**src/rtl/hazard_control_unit.sv**
```systemverilog
// hazard_control_unit: forwarding selects, load-use / multi-cycle stalls and
// flush strobes for the IF/ID, ID/EX and EX/MEM pipeline registers.
// Multi-cycle EX ops (mul/div) are sequenced by a RUN/MC_WAIT FSM and a down-counter.
// Optional build macro HAZARD_PERF_EN adds saturating stall/flush event counters.
//
// state   | meaning
// --------+-----------------------------------------------------------
// RUN     | normal flow; a multi-cycle op entering EX starts the wait
// MC_WAIT | multi-cycle op resident in EX; stall until cnt reaches 0
module hazard_control_unit #(
    parameter int MC_LATENCY = 4,
    parameter int REG_AW     = 5
) (
    input  logic              clk,
    input  logic              rst,
    input  logic [REG_AW-1:0] Rs1D,
    input  logic [REG_AW-1:0] Rs2D,
    input  logic [REG_AW-1:0] Rs1E,
    input  logic [REG_AW-1:0] Rs2E,
    input  logic [REG_AW-1:0] RdE,
    input  logic              ResultSrcE0,
    input  logic              PCSrcE,
    input  logic              McStartE,
    input  logic [REG_AW-1:0] RdM,
    input  logic              RegWriteM,
    input  logic [REG_AW-1:0] RdW,
    input  logic              RegWriteW,
    output logic [1:0]        ForwardAE,
    output logic [1:0]        ForwardBE,
    output logic              StallF,
    output logic              StallD,
    output logic              StallE,
    output logic              FlushD,
    output logic              FlushE,
    output logic              FlushM,
    output logic              mc_busy
`ifdef HAZARD_PERF_EN
    ,
    output logic [31:0]       stall_cycles,
    output logic [31:0]       flush_events
`endif
);

    localparam int   CW       = (MC_LATENCY > 2) ? $clog2(MC_LATENCY) : 1;
    localparam logic MC_MULTI = (MC_LATENCY > 1);
    // MC_LATENCY-2 is only loaded when MC_LATENCY > 1, so clamp to keep it non-negative
    localparam int   CNT_LOAD = (MC_LATENCY > 2) ? (MC_LATENCY - 2) : 0;

    typedef enum logic {RUN, MC_WAIT} state_t;

    state_t        state_q, state_d;
    logic [CW-1:0] cnt_q, cnt_d;

    logic lw_stall;
    logic mc_stall;

    // Forwarding select: MEM beats WB, x0 is never forwarded
    function automatic logic [1:0] fwd_sel(input logic [REG_AW-1:0] rs);
        if (RegWriteM && (RdM != '0) && (RdM == rs))
            return 2'b10;
        else if (RegWriteW && (RdW != '0) && (RdW == rs))
            return 2'b01;
        else
            return 2'b00;
    endfunction

    // Next-state and counter for the multi-cycle sequencer
    always_comb begin
        state_d = state_q;
        cnt_d   = cnt_q;
        case (state_q)
            RUN: begin
                if (McStartE && MC_MULTI) begin
                    state_d = MC_WAIT;
                    cnt_d   = CW'(CNT_LOAD);
                end
            end
            MC_WAIT: begin
                // McStartE is ignored here: EX still holds the current op
                if (cnt_q != '0)
                    cnt_d = cnt_q - CW'(1);
                else
                    state_d = RUN;
            end
            default: begin
                state_d = RUN;
                cnt_d   = '0;
            end
        endcase
    end

    // FSM state and counter registers
    always_ff @(posedge clk or posedge rst) begin
        if (rst) begin
            state_q <= RUN;
            cnt_q   <= '0;
        end else begin
            state_q <= state_d;
            cnt_q   <= cnt_d;
        end
    end

    // Hazard detection and output equations; everything is forced quiet while rst is high
    always_comb begin
        lw_stall = ResultSrcE0 && (RdE != '0) && ((RdE == Rs1D) || (RdE == Rs2D));
        mc_stall = ((state_q == RUN) && McStartE && MC_MULTI) ||
                   ((state_q == MC_WAIT) && (cnt_q != '0));

        ForwardAE = 2'b00;
        ForwardBE = 2'b00;
        StallF    = 1'b0;
        StallD    = 1'b0;
        StallE    = 1'b0;
        FlushD    = 1'b0;
        FlushE    = 1'b0;
        FlushM    = 1'b0;
        mc_busy   = 1'b0;
        if (!rst) begin
            ForwardAE = fwd_sel(Rs1E);
            ForwardBE = fwd_sel(Rs2E);
            StallF    = lw_stall | mc_stall;
            StallD    = lw_stall | mc_stall;
            StallE    = mc_stall;
            FlushM    = mc_stall;
            // a multi-cycle stall masks both load-use and branch flushes
            FlushD    = PCSrcE & ~mc_stall;
            FlushE    = (lw_stall | PCSrcE) & ~mc_stall;
            mc_busy   = (state_q == MC_WAIT);
        end
    end

`ifdef HAZARD_PERF_EN
    logic [31:0] stall_cycles_q;
    logic [31:0] flush_events_q;

    // Saturating event counters for stall cycles and flush events
    always_ff @(posedge clk or posedge rst) begin
        if (rst) begin
            stall_cycles_q <= '0;
            flush_events_q <= '0;
        end else begin
            if (StallF && (stall_cycles_q != '1))
                stall_cycles_q <= stall_cycles_q + 32'd1;
            if ((FlushD || FlushE) && (flush_events_q != '1))
                flush_events_q <= flush_events_q + 32'd1;
        end
    end

    assign stall_cycles = stall_cycles_q;
    assign flush_events = flush_events_q;
`endif

endmodule
```
**config.mk**
```make
export PLATFORM = sky130hd
export DESIGN_NAME = hazard_control_unit
export DESIGN_NICKNAME = d
export VERILOG_FILES = /design/src/rtl/hazard_control_unit.sv
export SDC_FILE = /design/constraint.sdc
export NUM_CORES = 1
export LEC_CHECK = 0
export ABC_AREA = 1
export CAP_MARGIN = 20
export CORE_AREA = 8 8 45 47
export CTS_BUF_LIST = sky130_fd_sc_hd__clkbuf_8
export CTS_CLUSTER_SIZE = 10
export DETAILED_ROUTE_END_ITERATION = 8
export DIE_AREA = 0 0 53 55
export DONT_BUFFER_PORTS = 1
export GPL_ROUTABILITY_DRIVEN = 0
export PLACE_DENSITY = 0.68
export SYNTH_ARGS = -nofsm -noshare
export SYNTH_HDL_FRONTEND = slang
export SYNTH_SLANG_ARGS = --single-unit
```
**constraint.sdc**
```tcl
create_clock -name clk -period 1.85 [get_ports clk]
set_clock_uncertainty 0.05 [all_clocks]
set_input_delay 0.37 -clock clk [delete_from_list [all_inputs] [get_ports clk]]
set_output_delay 0.37 -clock clk [all_outputs]
set_load 0.02 [all_outputs]
```
==> results of run 1 <==
[flip-flops by register name, summed over array words and instances (netlist names)]
signal	count
cnt_q	2
state_q	1
[synth_stat cells]
master,instances,area share
nand2_1,33,0.17
inv_1,24,0.13
nor2_1,22,0.11
xor2_1,11,0.13
nand3_1,9,0.062
xnor2_1,8,0.097
o21ai_0,4,0.028
dfrtp_1,3,0.10
a21oi_1,2,0.014
buf_4,2,0.021
inv_2,2,0.010
nor3_1,2,0.014
or2_2,2,0.017
a21oi_2,1,0.012
ha_1,1,0.017
inv_4,1,0.0087
nand2_2,1,0.0087
nand4_1,1,0.0087
o21ai_1,1,0.0069
o21ai_2,1,0.012
or2_4,1,0.012
[metal layers]
metal | vias up | track usage | part of all wire
met5 | - | 0 | 0
met4 | 0 | 0.0345 | 0
met3 | 0 | 0.0455 | 0.11
met2 | 31 | 0.264 | 0.53
met1 | 335 | 0.139 | 0.35
li1 | 413 | - | -
[cell type report]
type	instances	share of cell area
Timing Repair Buffer	10	0.0933
Multi-Input combinational cell	100	0.627
Clock buffer	3	0.0473
Inverter	27	0.119
Clock inverter	1	0.00430
Tap cell	16	0.0230
Sequential cell	3	0.0861
[report_power, final]
group          leakage, nW  internal [mW]  switching [mW]
combinational        0.448          0.228           0.265
clock               0.0269          0.141          0.0441
sequential          0.0353          0.102          0.0280
[kinds of logic (layout without fill, tap and decap cells)]
logic type	after synthesis	after routing
AOI/OAI and AO/OA	9	9
xor gates and xnor gates	19	19
adders and majority gates	1	1
buffers and inverters	29	41
DFF	3	3
and+or+nand+nor	71	71
[through the flow]
step / setup WS, ns / hold slack (ns)
floorplan: 0.0460 / 0.0878
global placement: 0.127 / 0.114
detailed placement: 0.0806 / 0.113
CTS: 0.0000875 / 0.426
global route: -0.0821 / 0.478
finish: -0.0146 / 0.460
[timing repair]
item | 4_1_cts | 5_1_grt
hold buffers | 1 | 0
setup endpoints to repair | 6 | 6
resized for setup | 2 | 2
pin swaps | 2 | 0
setup buffers | 3 | 1
hold endpoints to repair | 3 | 0
gates cloned | 0 | 0
[worst paths after layout]
check                                 to  cells after the start
worst max-delay path              StallD                      6
worst min-delay path             state_q                      2
worst max register to register  cnt_q[1]                      7
worst min register to register  cnt_q[0]                      2
max in group asynchronous       cnt_q[1]                      2
min in group clk                cnt_q[0]                      5
==> impl_metrics.py, run 1 <==
metrics = {
    "sta": {
        "final_hold_viol_count": 0,
        "tns_ns": -0.0292,
        "setup_viol": 2,
        "max_freq_mhz": 536,
        "max_slew_margin": 0.708,
        "post-route-period-util": 1.01,
        "final.setup.worst_slack_ns": -0.0146,
        "fin_crit_ns": 1.86,
        "maxSlewViolCount": 0,
        "tightest_slew_ns": 0.437,
        "rsz0062_at_grt": "true",
    },
    "logic_synthesis": {
        "netlist_area_um2": 721,
        "ys_seq_area_frac": 0.104,
        "synth_cell_type_count": 21,
        "synthMuxAreaShare": 0,
        "synth_compound_area_frac": 0.0729,
        "synthAdderAreaFrac": 0.0174,
        "synth_fp_nets": 175,
        "avgSynthCellArea_um2": 5.46,
        "synthCells": 132,
        "synth-seq-cells": 3,
        "synth_xor_area_frac": 0.231,
        "yosys_warnings": 0,
        "synthSimpleGateAreaFrac": 0.410,
        "synth_top_family_by_area": "simple AND/OR/NAND/NOR gates",
    },
    "critical_path": {
        "critPathLaunchType": "flop",
        "crit_family": "compound AO/OA/AOI/OAI gates",
        "cp_cell_sequence": "inv_1 -> ha_2 -> or2_4 -> o21ai_4 -> inv_4 -> a21oi_4",
        "cp_slowest_stage_delay_ns": 0.33,
        "critPathLaunch": "cnt_q[0]",
        "r2r_start": "cnt_q[0]",
        "cp_max_fo": 4,
        "worst_ep_arrival_time_ns": 1.44,
        "crit_path_end_kind": "primary output",
        "path_class": "reg2out",
        "critical_path_buf_inv_count": 2,
        "required_ns": 1.43,
        "slowest_stage": "dfrtp_1",
        "r2r_slack_ns": 0.51,
    },
    "die": {
        "dieArea_um2": 2920,
        "initial_utilization": 0.521,
        "core_area_um2": 1380,
        "dieHeight_um": 55,
        "io_pins": 53,
        "std_cell_rows": 14,
        "die_x_um": 53,
    },
    "drt": {
        "drtIter0Drc": 7,
        "wl_per_cell_um": 12.4,
        "drt-vias-per-instance": 4.87,
        "vias": 779,
        "totalWireLength_um": 1980,
        "antenna_left": 0,
        "dr.pass1.iters": 4,
        "drc": 0,
    },
    "cells_and_area": {
        "instances_no_fill": 160,
        "final_nets": 188,
        "final_common_cell": "nand2_1",
        "post-route-util": 0.630,
        "synthToLayoutAreaGrowth_pct": 21.0,
        "insertedDiodeCount": 0,
        "mostFrequentLayoutCells": "33 x nand2_1, 24 x inv_1, 21 x nor2_1, 11 x xor2_1, 9 x nand3_1",
        "fillers": 138,
        "drive_above_1_share": 0.167,
        "multi_input_area_um2": 547,
        "stdcell_area_um2": 872,
        "regArea_um2": 75.1,
    },
    "global_routing": {
        "first_global_vias": 845,
        "grt_max_degree": 8,
        "grt-ovfl-total": 0,
        "antenna_found_initial": 0,
        "grt_use_total": 0.137,
        "grt_pass1_wl_um": 3200,
    },
    "clock_network": {
        "cts_root_buffer": "clkbuf_8",
        "h-tree-depth": 1,
        "cts_tree": "done",
        "cts_buffers": 3,
        "cts.reportedPaths.clkPinSlew_ns": 0.03,
        "clk_latency_ns": 0.21,
        "clock-sinks": 3,
        "clk_path_buf_depth": 2,
    },
    "placed_design": {
        "port_buffers": 0,
        "placed_area_um2": 773,
        "dp_hpwl_um": 1710,
        "dp_cells": 151,
    },
    "outcome": {
        "status": "complete, but fails checks",
        "violations": "setup timing",
    },
    "power_and_ir_drop": {
        "cellPowerDensity_nw_per_um2": 926,
        "power.leakage_nw": 0.510,
        "p_total_mw": 0.808,
        "ir_drop_mv": 0.471,
    },
    "run": {
        "maxCapViolations": 0,
    },
    "min_path": {
        "min_path_type": "in2async",
    },
}
Power figures use the tool's default switching activity.
==> run 2: changes to the inputs <==
--- a/config.mk
+++ b/config.mk
@@ -14,7 +14,7 @@
 export DIE_AREA = 0 0 53 55
 export DONT_BUFFER_PORTS = 1
 export GPL_ROUTABILITY_DRIVEN = 0
-export PLACE_DENSITY = 0.68
+export PLACE_DENSITY_LB_ADDON = 0.3
 export SYNTH_ARGS = -nofsm -noshare
 export SYNTH_HDL_FRONTEND = slang
 export SYNTH_SLANG_ARGS = --single-unit
==> run 2 against run 1 <==
Design area is 1.7% lower. Non-clock buffer count decreased by 2. Cell count is 1.3% lower. The flow still finishes with violations (setup timing). Highest routed layer unchanged.
==> impl_metrics.py, run 2 (synthesis results as in run 1) <==
metrics = {
    "sta": {
        "tightest_slew_ns": 0.402,
        "max_slew_margin": 0.731,
        "max_freq_mhz": 533,
        "final.setup.worst_slack_ns": -0.0270,
        "rsz0062_at_grt": "true",
        "maxSlewViolCount": 0,
        "post-route-period-util": 1.01,
        "worst_hold_slack_ns": 0.425,
        "setup_viol": 4,
        "final_hold_viol_count": 0,
        "fin_crit_ns": 1.88,
    },
    "die": {
        "io_pins": 53,
        "die_x_um": 53,
        "initial_utilization": 0.521,
        "dieArea_um2": 2920,
        "dieHeight_um": 55,
        "core_area_um2": 1380,
        "std_cell_rows": 14,
    },
    "critical_path": {
        "worst_ep_arrival_time_ns": 1.46,
        "crit_path_end_kind": "primary output",
        "worst_r2r_path_depth": 8,
        "cp_max_fo": 4,
        "critPathLaunchType": "flop",
        "critPathLaunch": "cnt_q[0]",
        "rr_endpoint": "cnt_q[1]",
        "path_class": "reg2out",
        "required_ns": 1.43,
        "endpoint": "StallD",
        "r2r_slack_ns": 0.48,
        "r2r_start": "cnt_q[0]",
    },
    "global_routing": {
        "grt_pass1_wl_um": 2960,
        "grt_max_degree": 8,
        "antenna_found_initial": 0,
        "grt-ovfl-total": 0,
        "first_global_vias": 809,
        "grt_use_total": 0.133,
    },
    "drt": {
        "dr.pass1.iters": 4,
        "drc": 0,
        "totalWireLength_um": 1910,
        "drt-vias-per-instance": 4.96,
        "antenna_left": 0,
        "wl_per_cell_um": 12.1,
        "drtIter0Drc": 10,
        "vias": 783,
    },
    "cells_and_area": {
        "stdcell_area_um2": 857,
        "drive_above_1_share": 0.148,
        "largest_reg_flops": 2,
        "regMostFlops": "cnt_q",
        "final_nets": 186,
        "final_common_cell": "nand2_1",
        "synthToLayoutAreaGrowth_pct": 18.9,
        "mostFrequentLayoutCells": "33 x nand2_1, 25 x inv_1, 21 x nor2_1, 11 x xor2_1, 9 x nand3_1",
        "instances_no_fill": 158,
        "insertedDiodeCount": 0,
        "fillers": 138,
        "reg.largest.list": "cnt_q x2, state_q x1",
    },
    "clock_network": {
        "clk_latency_ns": 0.21,
        "cts_buffers": 3,
        "h-tree-depth": 1,
        "clk_path_buf_depth": 2,
        "cts_root_buffer": "clkbuf_8",
        "cts_tree": "done",
        "clock-sinks": 3,
        "cts.reportedPaths.clkPinSlew_ns": 0.03,
    },
    "placed_design": {
        "port_buffers": 0,
        "dp_slack_ns": 0.0847,
        "placed_area_um2": 773,
        "dp_cells": 151,
        "dp_hpwl_um": 1660,
    },
    "power_and_ir_drop": {
        "power.leakage_nw": 0.502,
        "ir_drop_mv": 0.422,
        "cellPowerDensity_nw_per_um2": 882,
    },
    "run": {
        "maxCapViolations": 0,
    },
    "outcome": {
        "status": "complete, but fails checks",
        "violations": "setup timing",
    },
    "min_path": {
        "min_path_type": "reg2reg",
    },
}
## run 2: changes by cell type in the layout (fill, tap and decap cells not counted)
| cell | delta |
|---|---|
| buf_4 | -2 |
| inv_2 | -1 |
| inv_1 | +1 |
## run 2: power by group
group          switching, mW  leakage, nW  internal [mW]
sequential            0.0264       0.0353          0.101
combinational          0.251        0.440          0.197
clock                 0.0392       0.0269          0.141
total                  0.317        0.502          0.439
## run 2: per-stage QoR
step / total power [mW] / utilization / setup TNS [ns]
3_3_place_gp: 0.493 / 0.559 / 0
2_1_floorplan: 0.457 / - / 0
6_report: 0.756 / 0.619 / -0.0714
3_5_place_dp: 0.507 / 0.559 / 0
5_1_grt: 0.832 / 0.619 / -0.483
4_1_cts: 0.732 / 0.611 / -0.0637
## run 2: metal layers
layer	routed length (um)	vias up	track usage
li1	-	409	-
met1	690	336	0.126
met2	911	38	0.234
met3	305	0	0.0749
met4	0	0	0.0517
met5	0	-	0
## run 2: critical path, cell delays in order (launching register included)
cell and delay [ns]:
dfrtp_1 0.35, inv_1 0.06, ha_2 0.15, or2_4 0.24, o21ai_4 0.08, inv_4 0.06
a21oi_4 0.30
## run 2: repair_timing
item,CTS,global route
resized for setup,2,1
endpoints found under the hold margin,3,0
hold buffers,1,0
setup endpoints to repair,6,6
buffers inserted,1,1
gates cloned,0,0
pin swaps,3,0
## run 2: layout make-up
| cell class | count | area [um^2] | share of cell area |
|---|---|---|---|
| timing repair buffer | 8 | 66.3 | 0.0774 |
| clock buffer | 3 | 41.3 | 0.0482 |
| sequential | 3 | 75.1 | 0.0876 |
| multi-input combinational | 100 | 547 | 0.638 |
| tap | 16 | 20.0 | 0.0234 |
| clock inverter | 1 | 3.75 | 0.00438 |
| inverter | 27 | 104 | 0.121 |
## run 2: worst min-delay path by stage
| stage | start | to | slack, ns | cells after the start |
|---|---|---|---|---|
| 2_1_floorplan | rst | cnt_q[0] | 0.09 | 1 |
| 3_3_place_gp | rst | cnt_q[0] | 0.12 | 1 |
| 3_5_place_dp | rst | cnt_q[0] | 0.11 | 1 |
| 4_1_cts | cnt_q[0] | cnt_q[0] | 0.43 | 1 |
| 5_1_grt | cnt_q[0] | cnt_q[0] | 0.48 | 1 |
| 6_report | cnt_q[0] | cnt_q[0] | 0.42 | 1 |
==> run 3: changes to the inputs <==
--- a/config.mk
+++ b/config.mk
@@ -6,7 +6,6 @@
 export NUM_CORES = 1
 export LEC_CHECK = 0
 export ABC_AREA = 1
-export CAP_MARGIN = 20
 export CORE_AREA = 8 8 45 47
 export CTS_BUF_LIST = sky130_fd_sc_hd__clkbuf_8
 export CTS_CLUSTER_SIZE = 10
@@ -15,6 +14,7 @@
 export DONT_BUFFER_PORTS = 1
 export GPL_ROUTABILITY_DRIVEN = 0
 export PLACE_DENSITY_LB_ADDON = 0.3
+export SLEW_MARGIN = 20
 export SYNTH_ARGS = -nofsm -noshare
 export SYNTH_HDL_FRONTEND = slang
 export SYNTH_SLANG_ARGS = --single-unit
==> results of run 3 <==
Final layout, timing and power as in run 2 (identical DEF).
